$ cat config.mk
export PLATFORM = sky130hd
export DESIGN_NAME = mem_rr_arb
export DESIGN_NICKNAME = d
export VERILOG_FILES = /design/src/rtl/mem_rr_arb.sv
export SDC_FILE = /design/constraint.sdc
export NUM_CORES = 1
export LEC_CHECK = 0
export ABC_CLOCK_PERIOD_IN_PS = 2150
export BUFFER_PORTS_ARGS = -buffer_cell sky130_fd_sc_hd__buf_2
export CAP_MARGIN = 15
export CORE_MARGIN = 2
export CORE_UTILIZATION = 28
export CTS_CLUSTER_SIZE = 28
export DETAILED_ROUTE_END_ITERATION = 10
export GPL_TIMING_DRIVEN = 0
export PLACE_DENSITY = 0.82
export SETUP_SLACK_MARGIN = 0.1
export SLEW_MARGIN = 20
export SYNTH_ARGS = -nofsm -noshare
export SYNTH_HDL_FRONTEND = slang
export SYNTH_SLANG_ARGS = --single-unit
$ cat constraint.sdc
create_clock -name clk_i -period 2.15 [get_ports clk_i]
set_input_delay 0.3225 -clock clk_i [delete_from_list [all_inputs] [get_ports clk_i]]
set_output_delay 0.3225 -clock clk_i [all_outputs]
set_load 0.01 [all_outputs]
$ cat src/rtl/mem_rr_arb.sv
// Round-robin arbiter sharing one in-order read memory among NumReq req/gnt/rvalid requesters.
// Optional per-requester stall counters: define MEM_RR_ARB_STALL_CNT_EN.
module mem_rr_arb #(
  parameter int unsigned NumReq         = 2,
  parameter int unsigned AddrWidth      = 32,
  parameter int unsigned MemAddrWidth   = 12,
  parameter int unsigned DataWidth      = 32,
  parameter int unsigned MaxOutstanding = 4
) (
  input  logic                        clk_i,
  input  logic                        rst_ni,
  input  logic [NumReq-1:0]           req_i,
  input  logic [NumReq*AddrWidth-1:0] addr_i,
  output logic [NumReq-1:0]           gnt_o,
  output logic [NumReq-1:0]           rvalid_o,
  output logic [DataWidth-1:0]        rdata_o,
  output logic                        mem_req_o,
  output logic [MemAddrWidth-1:0]     mem_addr_o,
  input  logic                        mem_rvalid_i,
  input  logic [DataWidth-1:0]        mem_rdata_i,
  output logic                        err_o,
  output logic [NumReq*16-1:0]        stall_cnt_o
);

  localparam int unsigned IdxW = $clog2(NumReq);
  localparam int unsigned PtrW = $clog2(MaxOutstanding);
  localparam int unsigned CntW = PtrW + 1;
  localparam logic [IdxW-1:0] PtrRst = IdxW'(NumReq - 1);
  localparam logic [CntW-1:0] CntMax = CntW'(MaxOutstanding);

  logic [IdxW-1:0]      ptr_q, ptr_d;
  logic [IdxW-1:0]      winner_s, cand_s;
  logic                 found_s;
  logic [AddrWidth-1:0] win_addr_s;
  logic                 can_push_s, push_s, pop_s;
  logic [IdxW-1:0]      fifo_q [MaxOutstanding];
  logic [IdxW-1:0]      fifo_d [MaxOutstanding];
  logic [PtrW-1:0]      wr_ptr_q, wr_ptr_d, rd_ptr_q, rd_ptr_d;
  logic [CntW-1:0]      count_q, count_d;
  logic                 err_q, err_d;
  logic                 unused_addr_s;

  // Winner search starting one past the last granted requester.
  always_comb begin
    winner_s   = ptr_q;
    cand_s     = '0;
    found_s    = 1'b0;
    win_addr_s = '0;
    for (int unsigned i = 1; i <= NumReq; i++) begin
      cand_s = IdxW'((32'(ptr_q) + i) % NumReq);
      if (!found_s && req_i[cand_s]) begin
        winner_s = cand_s;
        found_s  = 1'b1;
      end else begin
        found_s = found_s;
      end
    end
    for (int k = 0; k < int'(NumReq); k++) begin
      if (winner_s == IdxW'(k)) begin
        win_addr_s = addr_i[k*AddrWidth +: AddrWidth];
      end else begin
        win_addr_s = win_addr_s;
      end
    end
  end

  assign unused_addr_s = ^{win_addr_s[AddrWidth-1:MemAddrWidth+2], win_addr_s[1:0]};

  // Request issue, response routing and ID FIFO / pointer next state.
  always_comb begin
    can_push_s = (count_q < CntMax) | mem_rvalid_i;
    push_s     = (|req_i) & can_push_s;
    pop_s      = mem_rvalid_i & (count_q != '0);
    gnt_o      = '0;
    mem_req_o  = 1'b0;
    mem_addr_o = '0;
    rvalid_o   = '0;
    rdata_o    = '0;
    fifo_d     = fifo_q;
    wr_ptr_d   = wr_ptr_q;
    rd_ptr_d   = rd_ptr_q;
    ptr_d      = ptr_q;
    if (push_s) begin
      gnt_o            = NumReq'(1'b1) << winner_s;
      mem_req_o        = 1'b1;
      mem_addr_o       = win_addr_s[MemAddrWidth+1:2];
      fifo_d[wr_ptr_q] = winner_s;
      wr_ptr_d         = wr_ptr_q + PtrW'(1'b1);
      ptr_d            = winner_s;
    end else begin
      gnt_o = '0;
    end
    if (pop_s) begin
      rvalid_o = NumReq'(1'b1) << fifo_q[rd_ptr_q];
      rdata_o  = mem_rdata_i;
      rd_ptr_d = rd_ptr_q + PtrW'(1'b1);
    end else begin
      rvalid_o = '0;
    end
    case ({push_s, pop_s})
      2'b10:   count_d = count_q + CntW'(1'b1);
      2'b01:   count_d = count_q - CntW'(1'b1);
      default: count_d = count_q;
    endcase
    // A response with nothing in flight is a protocol error that stays latched until reset.
    err_d = err_q | (mem_rvalid_i & (count_q == '0));
  end

  assign err_o = err_q;

  // Arbitration pointer, ID FIFO and error flag registers.
  always_ff @(posedge clk_i) begin
    if (!rst_ni) begin
      ptr_q    <= PtrRst;
      fifo_q   <= '{default: '0};
      wr_ptr_q <= '0;
      rd_ptr_q <= '0;
      count_q  <= '0;
      err_q    <= 1'b0;
    end else begin
      ptr_q    <= ptr_d;
      fifo_q   <= fifo_d;
      wr_ptr_q <= wr_ptr_d;
      rd_ptr_q <= rd_ptr_d;
      count_q  <= count_d;
      err_q    <= err_d;
    end
  end

`ifdef MEM_RR_ARB_STALL_CNT_EN
  logic [15:0] stall_q [NumReq];
  logic [15:0] stall_d [NumReq];

  // Saturating count of cycles each requester waits without a grant.
  always_comb begin
    stall_cnt_o = '0;
    for (int k = 0; k < int'(NumReq); k++) begin
      stall_d[k] = stall_q[k];
      if (req_i[k] && !gnt_o[k] && (stall_q[k] != 16'hFFFF)) begin
        stall_d[k] = stall_q[k] + 16'd1;
      end else begin
        stall_d[k] = stall_q[k];
      end
      stall_cnt_o[k*16 +: 16] = stall_q[k];
    end
  end

  // Stall counter registers.
  always_ff @(posedge clk_i) begin
    if (!rst_ni) begin
      stall_q <= '{default: '0};
    end else begin
      stall_q <= stall_d;
    end
  end
`else
  assign stall_cnt_o = '0;
`endif

endmodule

Yosys cells after proc, flatten, opt, wreduce, memory -nomap -nowiden

Cells that the tools add are included.

Register bits after elaboration: 13
Bits in latches: 0
Bits in writable memories: 0
ROM bits: 0
Input port bits: 101
Output and inout bits: 82
Logic and storage cells: 59
Memories: 0

$add $sub $neg: 6
Multipliers: 0
Divide/modulo/power cells: 0
Magnitude comparators: 6
Equal/unequal tests: 2
Shifts and indexed selects: 2
Muxes and demuxes: 20
Bitwise logic cells: 7
Reduce and logical (&&, ||, !) cells: 7

Operators by type and width:

| operator                                                              | count |
|---|---|
| 32-bit two-way mux                                                    | 1 |
| 14-bit two-way mux                                                    | 1 |
| 12-bit two-way mux                                                    | 1 |
| 1-bit two-way mux                                                     | 11 |
| 3-bit >= comparator, second input constant                            | 2 |
| 2-bit inverter with 3-bit output                                      | 2 |
| 3-bit case mux with 2 select lines                                    | 1 |
| 2-bit by 1-bit adder with 2-bit output, second input constant         | 2 |
| 4-bit bitwise mux                                                     | 1 |
| 1-bit by 2-bit < comparator with 1-bit output, second input constant  | 2 |
| 2-bit two-way mux                                                     | 2 |
| 1-bit by 1-bit left shift with 2-bit output, first input constant     | 2 |
| 3-bit by 1-bit adder with 3-bit output, second input constant         | 1 |
| 1-bit bitwise AND                                                     | 3 |
| 3-bit logical NOT                                                     | 1 |
| 3-bit by 1-bit < comparator with 1-bit output, second input constant  | 1 |
| 3-bit < comparator, second input constant                             | 1 |
| 3-bit nonzero test                                                    | 1 |
| 3-bit by 1-bit subtractor with 3-bit output, second input constant    | 1 |
| 1-bit adder, second input constant                                    | 2 |
| 1-bit binary-select mux with 2-bit select                             | 1 |
| 1-bit demux with 2-bit select                                         | 1 |
| 2-bit by 1-bit equality test with 1-bit output, second input constant | 1 |
| 2-bit equality test, second input constant                            | 1 |
| 5 further kinds                                                       | 7 |

Longest topological paths before layout

Gate-level depths: netlist (run 1).

Depth after elaboration: 9
Mapped depth: 9
Gate-level depth less buffers: 8

Least setup slack after synthesis (run 1)

No wires, ideal clock.

Path type: flip-flop to flip-flop
From: register count_q[2]
To: register count_q[2]
Setup time: 70 ps
Arrival: 2,048 ps
Data required time: 2,080 ps
Slack: 31 ps
Cell stages (with the launch flop): 9
Path buffers: 1
Clock period less this slack: 2,119 ps
Cell sequence: dfxtp_1 o31a_1 clkbuf_1 ha_1 inv_1 fa_1 xor2_1 or3_1 a21oi_1

Word-level cells in the longest chain between the ends: 5
Elaborated cells between the ends (all ways): 11
Classes of those cells: add/sub (2); order compare (1); eq/ne (2); mux (1); bitwise (3); reduce/logical (2)

RTL lines:

| element                                                                               | RTL line | RTL |
|---|---|---|
| from (decl)                                                                           | 39       | `logic [CntW-1:0] count_q, count_d;` |
| from (signal assigned)                                                                | 125      | `count_q <= count_d;` |
| 3-bit < comparator                                                                    | 71       | `can_push_s = (count_q < CntMax) \| mem_rvalid_i;` |
| 1-bit bitwise OR                                                                      | 71       |  |
| 1-bit bitwise AND                                                                     | 72       | `push_s = (\|req_i) & can_push_s;` |
| 2-bit by 1-bit equality test with 1-bit output or 2-bit equality test (tied branches) | 100      | `case ({push_s, pop_s})` |
| 3-bit case mux with 2 select lines or 2-bit nonzero test (tied branches)              | --       |  |

Several ways; a longest one is shown, not always the timed one.
A chain may end at the register's enable or synchronous reset.

Worst setup path in the final report (run 1)

From: register count_q[2]
To: output port mem_addr_o[9]

Word-level cells in the longest chain between the ends: 4

RTL lines:

| element            | RTL line | RTL |
|---|---|---|
| 3-bit < comparator | 71       |  |
| 1-bit bitwise OR   | 71       |  |
| 1-bit bitwise AND  | 72       |  |
| 12-bit two-way mux | 83       | `if (push_s) begin` |
| to (decl)          | 18       | `output logic [MemAddrWidth-1:0] mem_addr_o,` |

Every way passes these cells.

==> results of run 1 <==
-- Yosys cell counts, types with 2 or more instances --
master	n	area, um2
sky130_fd_sc_hd__inv_1	7	26.28
sky130_fd_sc_hd__nand3_1	2	10.01
sky130_fd_sc_hd__dfxtp_1	13	260.3
sky130_fd_sc_hd__buf_4	32	240.2
sky130_fd_sc_hd__xor2_1	3	26.28
sky130_fd_sc_hd__clkbuf_1	5	18.77
sky130_fd_sc_hd__nor2_1	7	26.28
sky130_fd_sc_hd__buf_6	5	56.30
sky130_fd_sc_hd__nand2b_1	2	12.51
sky130_fd_sc_hd__a31o_2	4	35.03
sky130_fd_sc_hd__nor2b_1	2	12.51
sky130_fd_sc_hd__ha_1	5	62.56
sky130_fd_sc_hd__a31oi_1	4	25.02
sky130_fd_sc_hd__nand2_1	6	22.52
sky130_fd_sc_hd__a22o_1	12	105.1
sky130_fd_sc_hd__o21ai_0	4	20.02
sky130_fd_sc_hd__a21oi_1	6	30.03
sky130_fd_sc_hd__and2_1	33	206.5
-- critical path, stage by stage (launching register included) --
cell and delay [ns]:
sky130_fd_sc_hd__dfxtp_2 0.36, sky130_fd_sc_hd__nand2b_1 0.08, sky130_fd_sc_hd__buf_6 0.15, sky130_fd_sc_hd__and3_4 0.17
sky130_fd_sc_hd__buf_6 0.12, sky130_fd_sc_hd__buf_6 0.13, sky130_fd_sc_hd__a22o_1 0.25, sky130_fd_sc_hd__buf_2 0.14
-- per-stage QoR --
step	util [%]	total power, mW
6_report	48.02	1.529
4_1_cts	47.65	1.528
5_1_grt	48.02	1.659
2_1_floorplan	-	0.9619
3_3_place_gp	46.40	1.259
3_5_place_dp	46.40	1.279
-- layer usage --
| metal | up-vias | global-route usage (%) |
|---|---|---|
| met5 | - | 0 |
| met4 | 0 | 3.145 |
| met3 | 3 | 2.500 |
| met2 | 59 | 22.22 |
| met1 | 615 | 15.85 |
| li1 | 767 | - |
-- worst paths after layout --
kind | slack [ns] | endpoint | depth (start not counted) | start
worst min-delay path | 0.38 | err_o | 3 | mem_rvalid_i
worst max-delay path | 0.18 | mem_addr_o[9] | 7 | count_q[2]
worst min register to register | 0.47 | err_o | 2 | err_o
worst max register to register | 0.21 | count_q[2] | 8 | count_q[0]
-- power breakdown --
group	switching (mW)	internal, mW	total [mW]
Sequential	0.0570	0.302	0.359
Combinational	0.475	0.475	0.950
Clock	0.0888	0.131	0.220
Total	0.621	0.908	1.53
-- layout make-up --
cell class	count	share of cell area, %
Tap cell	52	3.070
Sequential cell	13	12.46
Inverter	7	1.240
Multi-Input combinational cell	132	39.14
Clock buffer	4	2.125
Buffer	42	15.53
Timing Repair Buffer	111	26.45
-- cells by family (layout without fill, tap and decap cells) --
group / Yosys count / after routing
xor gates and xnor gates: 4 / 4
AOI/OAI and AO/OA: 32 / 32
muxes: 1 / 1
and+or+nand+nor: 57 / 57
buffers and inverters: 49 / 164
other: 1 / 32
adders and majority gates: 6 / 6
DFF: 13 / 13
-- sequential cells by signal, summed over array words and instances (netlist names) --
register / count
count_q: 3
err_o: 1
fifo_q: 4
ptr_q: 1
rd_ptr_q: 2
wr_ptr_q: 2
-- placed cells by master (no fill, tap or decap), types with 3 or more instances in the layout --
cell type / Yosys / final
sky130_fd_sc_hd__nand2_1: 6 / 5
sky130_fd_sc_hd__a31o_2: 4 / 4
sky130_fd_sc_hd__buf_6: 5 / 5
sky130_fd_sc_hd__dfxtp_1: 13 / 10
sky130_fd_sc_hd__o21ai_0: 4 / 4
sky130_fd_sc_hd__xor2_1: 3 / 3
sky130_fd_sc_hd__a31oi_1: 4 / 4
sky130_fd_sc_hd__conb_1: 1 / 32
sky130_fd_sc_hd__buf_4: 32 / 35
sky130_fd_sc_hd__dfxtp_2: 0 / 3
sky130_fd_sc_hd__buf_2: 0 / 109
sky130_fd_sc_hd__a22o_1: 12 / 12
sky130_fd_sc_hd__clkbuf_1: 5 / 4
sky130_fd_sc_hd__and2_1: 33 / 33
sky130_fd_sc_hd__clkbuf_8: 0 / 4
sky130_fd_sc_hd__a21oi_1: 6 / 5
sky130_fd_sc_hd__inv_1: 7 / 7
sky130_fd_sc_hd__ha_1: 5 / 4
sky130_fd_sc_hd__nor2_1: 7 / 7
-- what timing repair did --
| action | CTS | global route |
|---|---|---|
| pin swaps | 1 | 1 |
| gates resized for setup | 1 | 5 |
| cloned | 0 | 0 |
| setup buffers | 1 | 1 |
| setup endpoints to repair | 2 | 9 |
| hold buffers | 0 | 0 |
==> impl_metrics.py, run 1 <==
metrics = {
    "cts": {
        "tritoncts": "done",
        "htree_num_levels": 1,
        "worst_setup_hold_path_clk_slew_ns": 0.06,
        "cts_made_buffers": 3,
        "clk_latency_ns": 0.24,
        "clock_tree.root_cell": "sky130_fd_sc_hd__clkbuf_8",
        "cts_buffer_depth": 2,
        "clock_sinks": 13,
    },
    "placement": {
        "worst_setup_slack_post_dpl_ns": -0.1816,
        "port_buffers": 109,
        "placement.cell_area_um2": 2048,
        "gp_congestion": 0.6541,
        "hpwlAfterDp_um": 3155,
        "cell_count_post_placement": 355,
    },
    "final_layout": {
        "post_layout_cell_count": 361,
        "total_area_of_multi_input_combinational_cells_um2": 829.5,
        "diodes": 0,
        "postLayoutCellArea_um2": 2120,
        "register_area_um2": 264.0,
        "final_nets": 417,
        "n_fill_cell": 441,
        "layout_area_overhead_pct": 62.57,
        "layout-drive-gt1-share_pct": 54.05,
    },
    "sta": {
        "slew_viol_final": 0,
        "fin_worst_skew_ns": 0.001703,
        "unrepaired_setup_endpoints_after_global_routing": "no",
        "period_minus_slack_ns": 1.966,
        "fmax_ghz": 0.5088,
        "report.final.hold_viol_count": 0,
        "setup-tns-final_ns": 0,
        "final.period_utilization_pct": 91.42,
        "setup_viol_count_final": 0,
        "setup_slack_ns": 0.1844,
        "hold_slack_ns": 0.3789,
    },
    "power_and_ir_drop": {
        "ir_drop_mv": 0.3384,
        "power_per_cell_area_nw_per_um2": 721.3,
        "power_leakage_nw": 1.256,
    },
    "worst_setup_path": {
        "critical_path_class": "register to primary output",
        "worstPathMaxFanout": 10,
        "cp_data_arrival_time_ns": 1.64,
        "critical_path_required_time_ns": 1.83,
        "worstSetupStartpointType": "register",
        "cp-end-kind": "primary output",
    },
    "global_route": {
        "wire_length_of_the_first_global_routing_pass_um": 5430,
        "grt_max_degree": 11,
        "gr-total-overflow": 0,
        "grt_util_all_layers_pct": 12.67,
        "grt_pass1_vias": 1212,
        "antenna_found_initial": 0,
    },
    "detailed_routing": {
        "detail-route-antenna-nets": 0,
        "detail_route.wirelength.met1_um": 1525,
        "wl_met3_um": 294,
        "met2RoutedLength_um": 1910,
        "firstDrtPassIters": 4,
        "vias_per_cell": 4.000,
        "drc": 0,
        "first_drt_iteration_drcs": 32,
        "highest-signal-layer": "met4",
        "drt-total-wl_um": 3752,
        "via_count": 1444,
        "wire_per_inst_um": 10.39,
    },
    "logic_synthesis": {
        "synth-main-ff-cell": "sky130_fd_sc_hd__dfxtp_1",
        "synthArstFlopShare_pct": 0,
        "synth.distinct_cells": 29,
        "synth_top_family_by_area": "buffers and inverters",
        "post_synth_inst_count": 163,
        "yosys.area_share.simple_pct": 24.95,
        "portion_of_the_post_synthesis_area_used_by_sequential_elements_pct": 19.96,
        "synthXorXnorAreaFrac_pct": 2.687,
        "syn-cell-area_um2": 1304,
        "count_of_flip_flops_with_a_built_in_enable_after_synthesis": 0,
        "synthesis.yosys.warnings": 0,
        "synth-adder-area-share_pct": 6.334,
        "syn-mean-instance-area_um2": 7.998,
        "synth_compound_gate_area_share_pct": 17.85,
        "muxShareOfSynthArea_pct": 1.727,
        "yosys_register_bits": 13,
    },
    "floorplanning": {
        "die_w_um": 72.24,
        "placementRows": 24,
        "io-pin-count": 183,
        "floorplan.initialDensity_pct": 29.54,
        "die_h_um": 72.24,
        "core_um2": 4414,
        "dieArea_um2": 5218,
    },
    "hold_path": {
        "min-delay-path-class": "input port to register",
    },
    "flow_run": {
        "timing.max_cap.violations": 0,
    },
    "status": {
        "status": "complete, no violations",
    },
}
Note: power is estimated with default switching activity, not from simulation.
==> run 2: changes to the inputs <==
Settings changed: BUFFER_PORTS_ARGS -buffer_cell sky130_fd_sc_hd__buf_2 to -buffer_cell sky130_fd_sc_hd__clkbuf_2, CORE_AREA set to 2 2 72 74, CORE_MARGIN 2 to not set, CORE_UTILIZATION 28 to not set, DIE_AREA set to 0 0 74 76, PLACE_DENSITY 0.82 to 0.8, SETUP_SLACK_MARGIN 0.1 to 0.15.
==> run 2 against run 1 <==
- clock power hardly changed
- combinational power is 5% higher
- sequential power hardly changed
- fmax is 0.98% higher
- sequential cell count stayed put
- non-clock buffer count stayed put
- count of clock-buffer cells in the layout stayed put
- cell area is 2.2% higher
- sequential share of layout area is 0.16 points lower
- via count hardly changed
- utilization is 3.9 points lower
- critical path type unchanged
- critical endpoint is now rdata_o[7]
==> impl_metrics.py, run 2 (same netlist as run 1, synthesis figures left out) <==
metrics = {
    "worst_setup_path": {
        "critical_path_class": "register to primary output",
        "worstPathMaxFanout": 10,
        "worst_path_largest_cell_delay_ns": 0.34,
        "crit_path_start": "count_q[0]",
        "crit-reg2reg-launch": "count_q[0]",
        "path_cells": "o31a_1 -> buf_4 -> clkbuf_1 -> and2_1 -> clkbuf_2",
        "cp_data_arrival_time_ns": 1.62,
        "cp-end-kind": "primary output",
        "critical_path_required_time_ns": 1.83,
        "worstSetupStartpointType": "register",
        "reg2reg_depth": 8,
        "critPathSlowestCell": "sky130_fd_sc_hd__dfxtp_2",
    },
    "placement": {
        "gp_congestion": 0.7263,
        "port_buffers": 109,
        "cell_count_post_placement": 373,
        "hpwlAfterDp_um": 3278,
    },
    "detailed_routing": {
        "drc": 0,
        "via_count": 1443,
        "detail-route-antenna-nets": 0,
        "wire_per_inst_um": 10.29,
        "drt-total-wl_um": 3899,
        "first_drt_iteration_drcs": 26,
        "vias_per_cell": 3.807,
        "firstDrtPassIters": 4,
    },
    "sta": {
        "slew_viol_final": 0,
        "report.final.hold_viol_count": 0,
        "unrepaired_setup_endpoints_after_global_routing": "yes",
        "setup_viol_count_final": 0,
        "fin_worst_skew_ns": 0.0003468,
        "period_minus_slack_ns": 1.947,
        "final.period_utilization_pct": 90.54,
        "fmax_ghz": 0.5137,
    },
    "global_route": {
        "grt_util_all_layers_pct": 13.56,
        "antenna_found_initial": 0,
        "gr-total-overflow": 0,
        "grt_pass1_vias": 1362,
        "grt_max_degree": 11,
        "wire_length_of_the_first_global_routing_pass_um": 6237,
    },
    "cts": {
        "worst_setup_hold_path_clk_slew_ns": 0.06,
        "clk_latency_ns": 0.24,
        "tritoncts": "done",
        "clock_tree.root_cell": "sky130_fd_sc_hd__clkbuf_8",
        "cts_buffer_depth": 2,
        "cts_made_buffers": 3,
        "htree_num_levels": 1,
        "clock_sinks": 13,
    },
    "power_and_ir_drop": {
        "power_per_cell_area_nw_per_um2": 732.2,
        "power_leakage_nw": 1.247,
        "ir_drop_mv": 0.4287,
        "post-layout-total-power_mw": 1.587,
    },
    "hold_path": {
        "min-delay-path-class": "input port to register",
        "source_of_the_worst_hold_timing_path": "mem_rvalid_i",
        "hold_depth": 3,
    },
    "floorplanning": {
        "die_h_um": 76,
        "core_um2": 4912,
        "placementRows": 26,
        "dieArea_um2": 5624,
        "die_w_um": 74,
        "floorplan.initialDensity_pct": 26.54,
        "io-pin-count": 183,
    },
    "final_layout": {
        "largest_reg_flops": 4,
        "largest_registers": "fifo_q x4, count_q x3",
        "final_nets": 417,
        "layout_area_overhead_pct": 66.22,
        "n_fill_cell": 511,
        "final_common_cell": "sky130_fd_sc_hd__clkbuf_2",
        "diodes": 0,
        "layout-drive-gt1-share_pct": 54.05,
        "post_layout_cell_count": 379,
        "regMostFlops": "fifo_q",
        "mostFrequentLayoutCells": "sky130_fd_sc_hd__clkbuf_2 (109), sky130_fd_sc_hd__buf_4 (34), sky130_fd_sc_hd__and2_1 (33)",
    },
    "flow_run": {
        "timing.max_cap.violations": 0,
    },
    "status": {
        "status": "complete, no violations",
    },
}
==> run 2: cell count changes in the layout (fill, tap and decap cells not counted), sizes merged <==
cell	change
buf	-108
clkbuf	+108
==> run 2: report_power, final <==
part	total (mW)	internal, mW	leakage, nW	switching [mW]
combinational	1.00	0.498	1.12	0.506
sequential	0.360	0.303	0.108	0.0570
clock	0.222	0.131	0.0228	0.0909
==> run 2: final timing paths <==
path | endpoint | slack [ns]
hold reg to reg | err_o | 0.49
hold / removal | err_o | 0.39
setup reg to reg | count_q[2] | 0.25
setup / recovery | rdata_o[7] | 0.20
==> run 2: metrics by stage <==
step                      util (%)  setup TNS, ns  cell area [um2]  setup slack, ns  hold slack [ns]
after floorplan                  -              0             1440           0.1522           0.4632
after global placement       42.21        -0.2766             2073          -0.2107           0.4551
after detailed placement     42.21        -0.2479             2073          -0.2077           0.4632
after CTS                    43.38              0             2131           0.1626           0.3800
after global routing         44.12              0             2167           0.1432           0.4300
final                        44.12              0             2167           0.2034           0.3917
==> run 2: routing by layer <==
layer	part of all wire (%)	vias up	track usage [%]
li1	-	769	-
met1	44	627	16.67
met2	51	47	24.02
met3	5.1	0	3.042
met4	0	0	2.182
met5	0	-	0
==> run 2: cell type report <==
class | count | area (um2) | share of cell area [%]
multi-input combinational | 132 | 847.1 | 39.09
buffer | 42 | 334.1 | 15.42
inverter | 7 | 26.28 | 1.212
tap | 70 | 87.58 | 4.042
timing repair buffer | 111 | 560.5 | 25.87
clock buffer | 4 | 45.04 | 2.079
sequential | 13 | 266.5 | 12.30
==> run 2: repair_timing <==
action,in CTS,in global routing
setup buffers,1,1
hold buffers,0,0
pin swaps,1,3
setup endpoints to repair,2,1
resized for setup,3,8
cloned,0,0
==> run 2: critical path, delay by kind of cell, from the launching register on <==
kind            cells  cell delay [ns]
compound gates      1             0.33
buf+inv             3             0.49
flops               1             0.34
simple gates        1             0.21
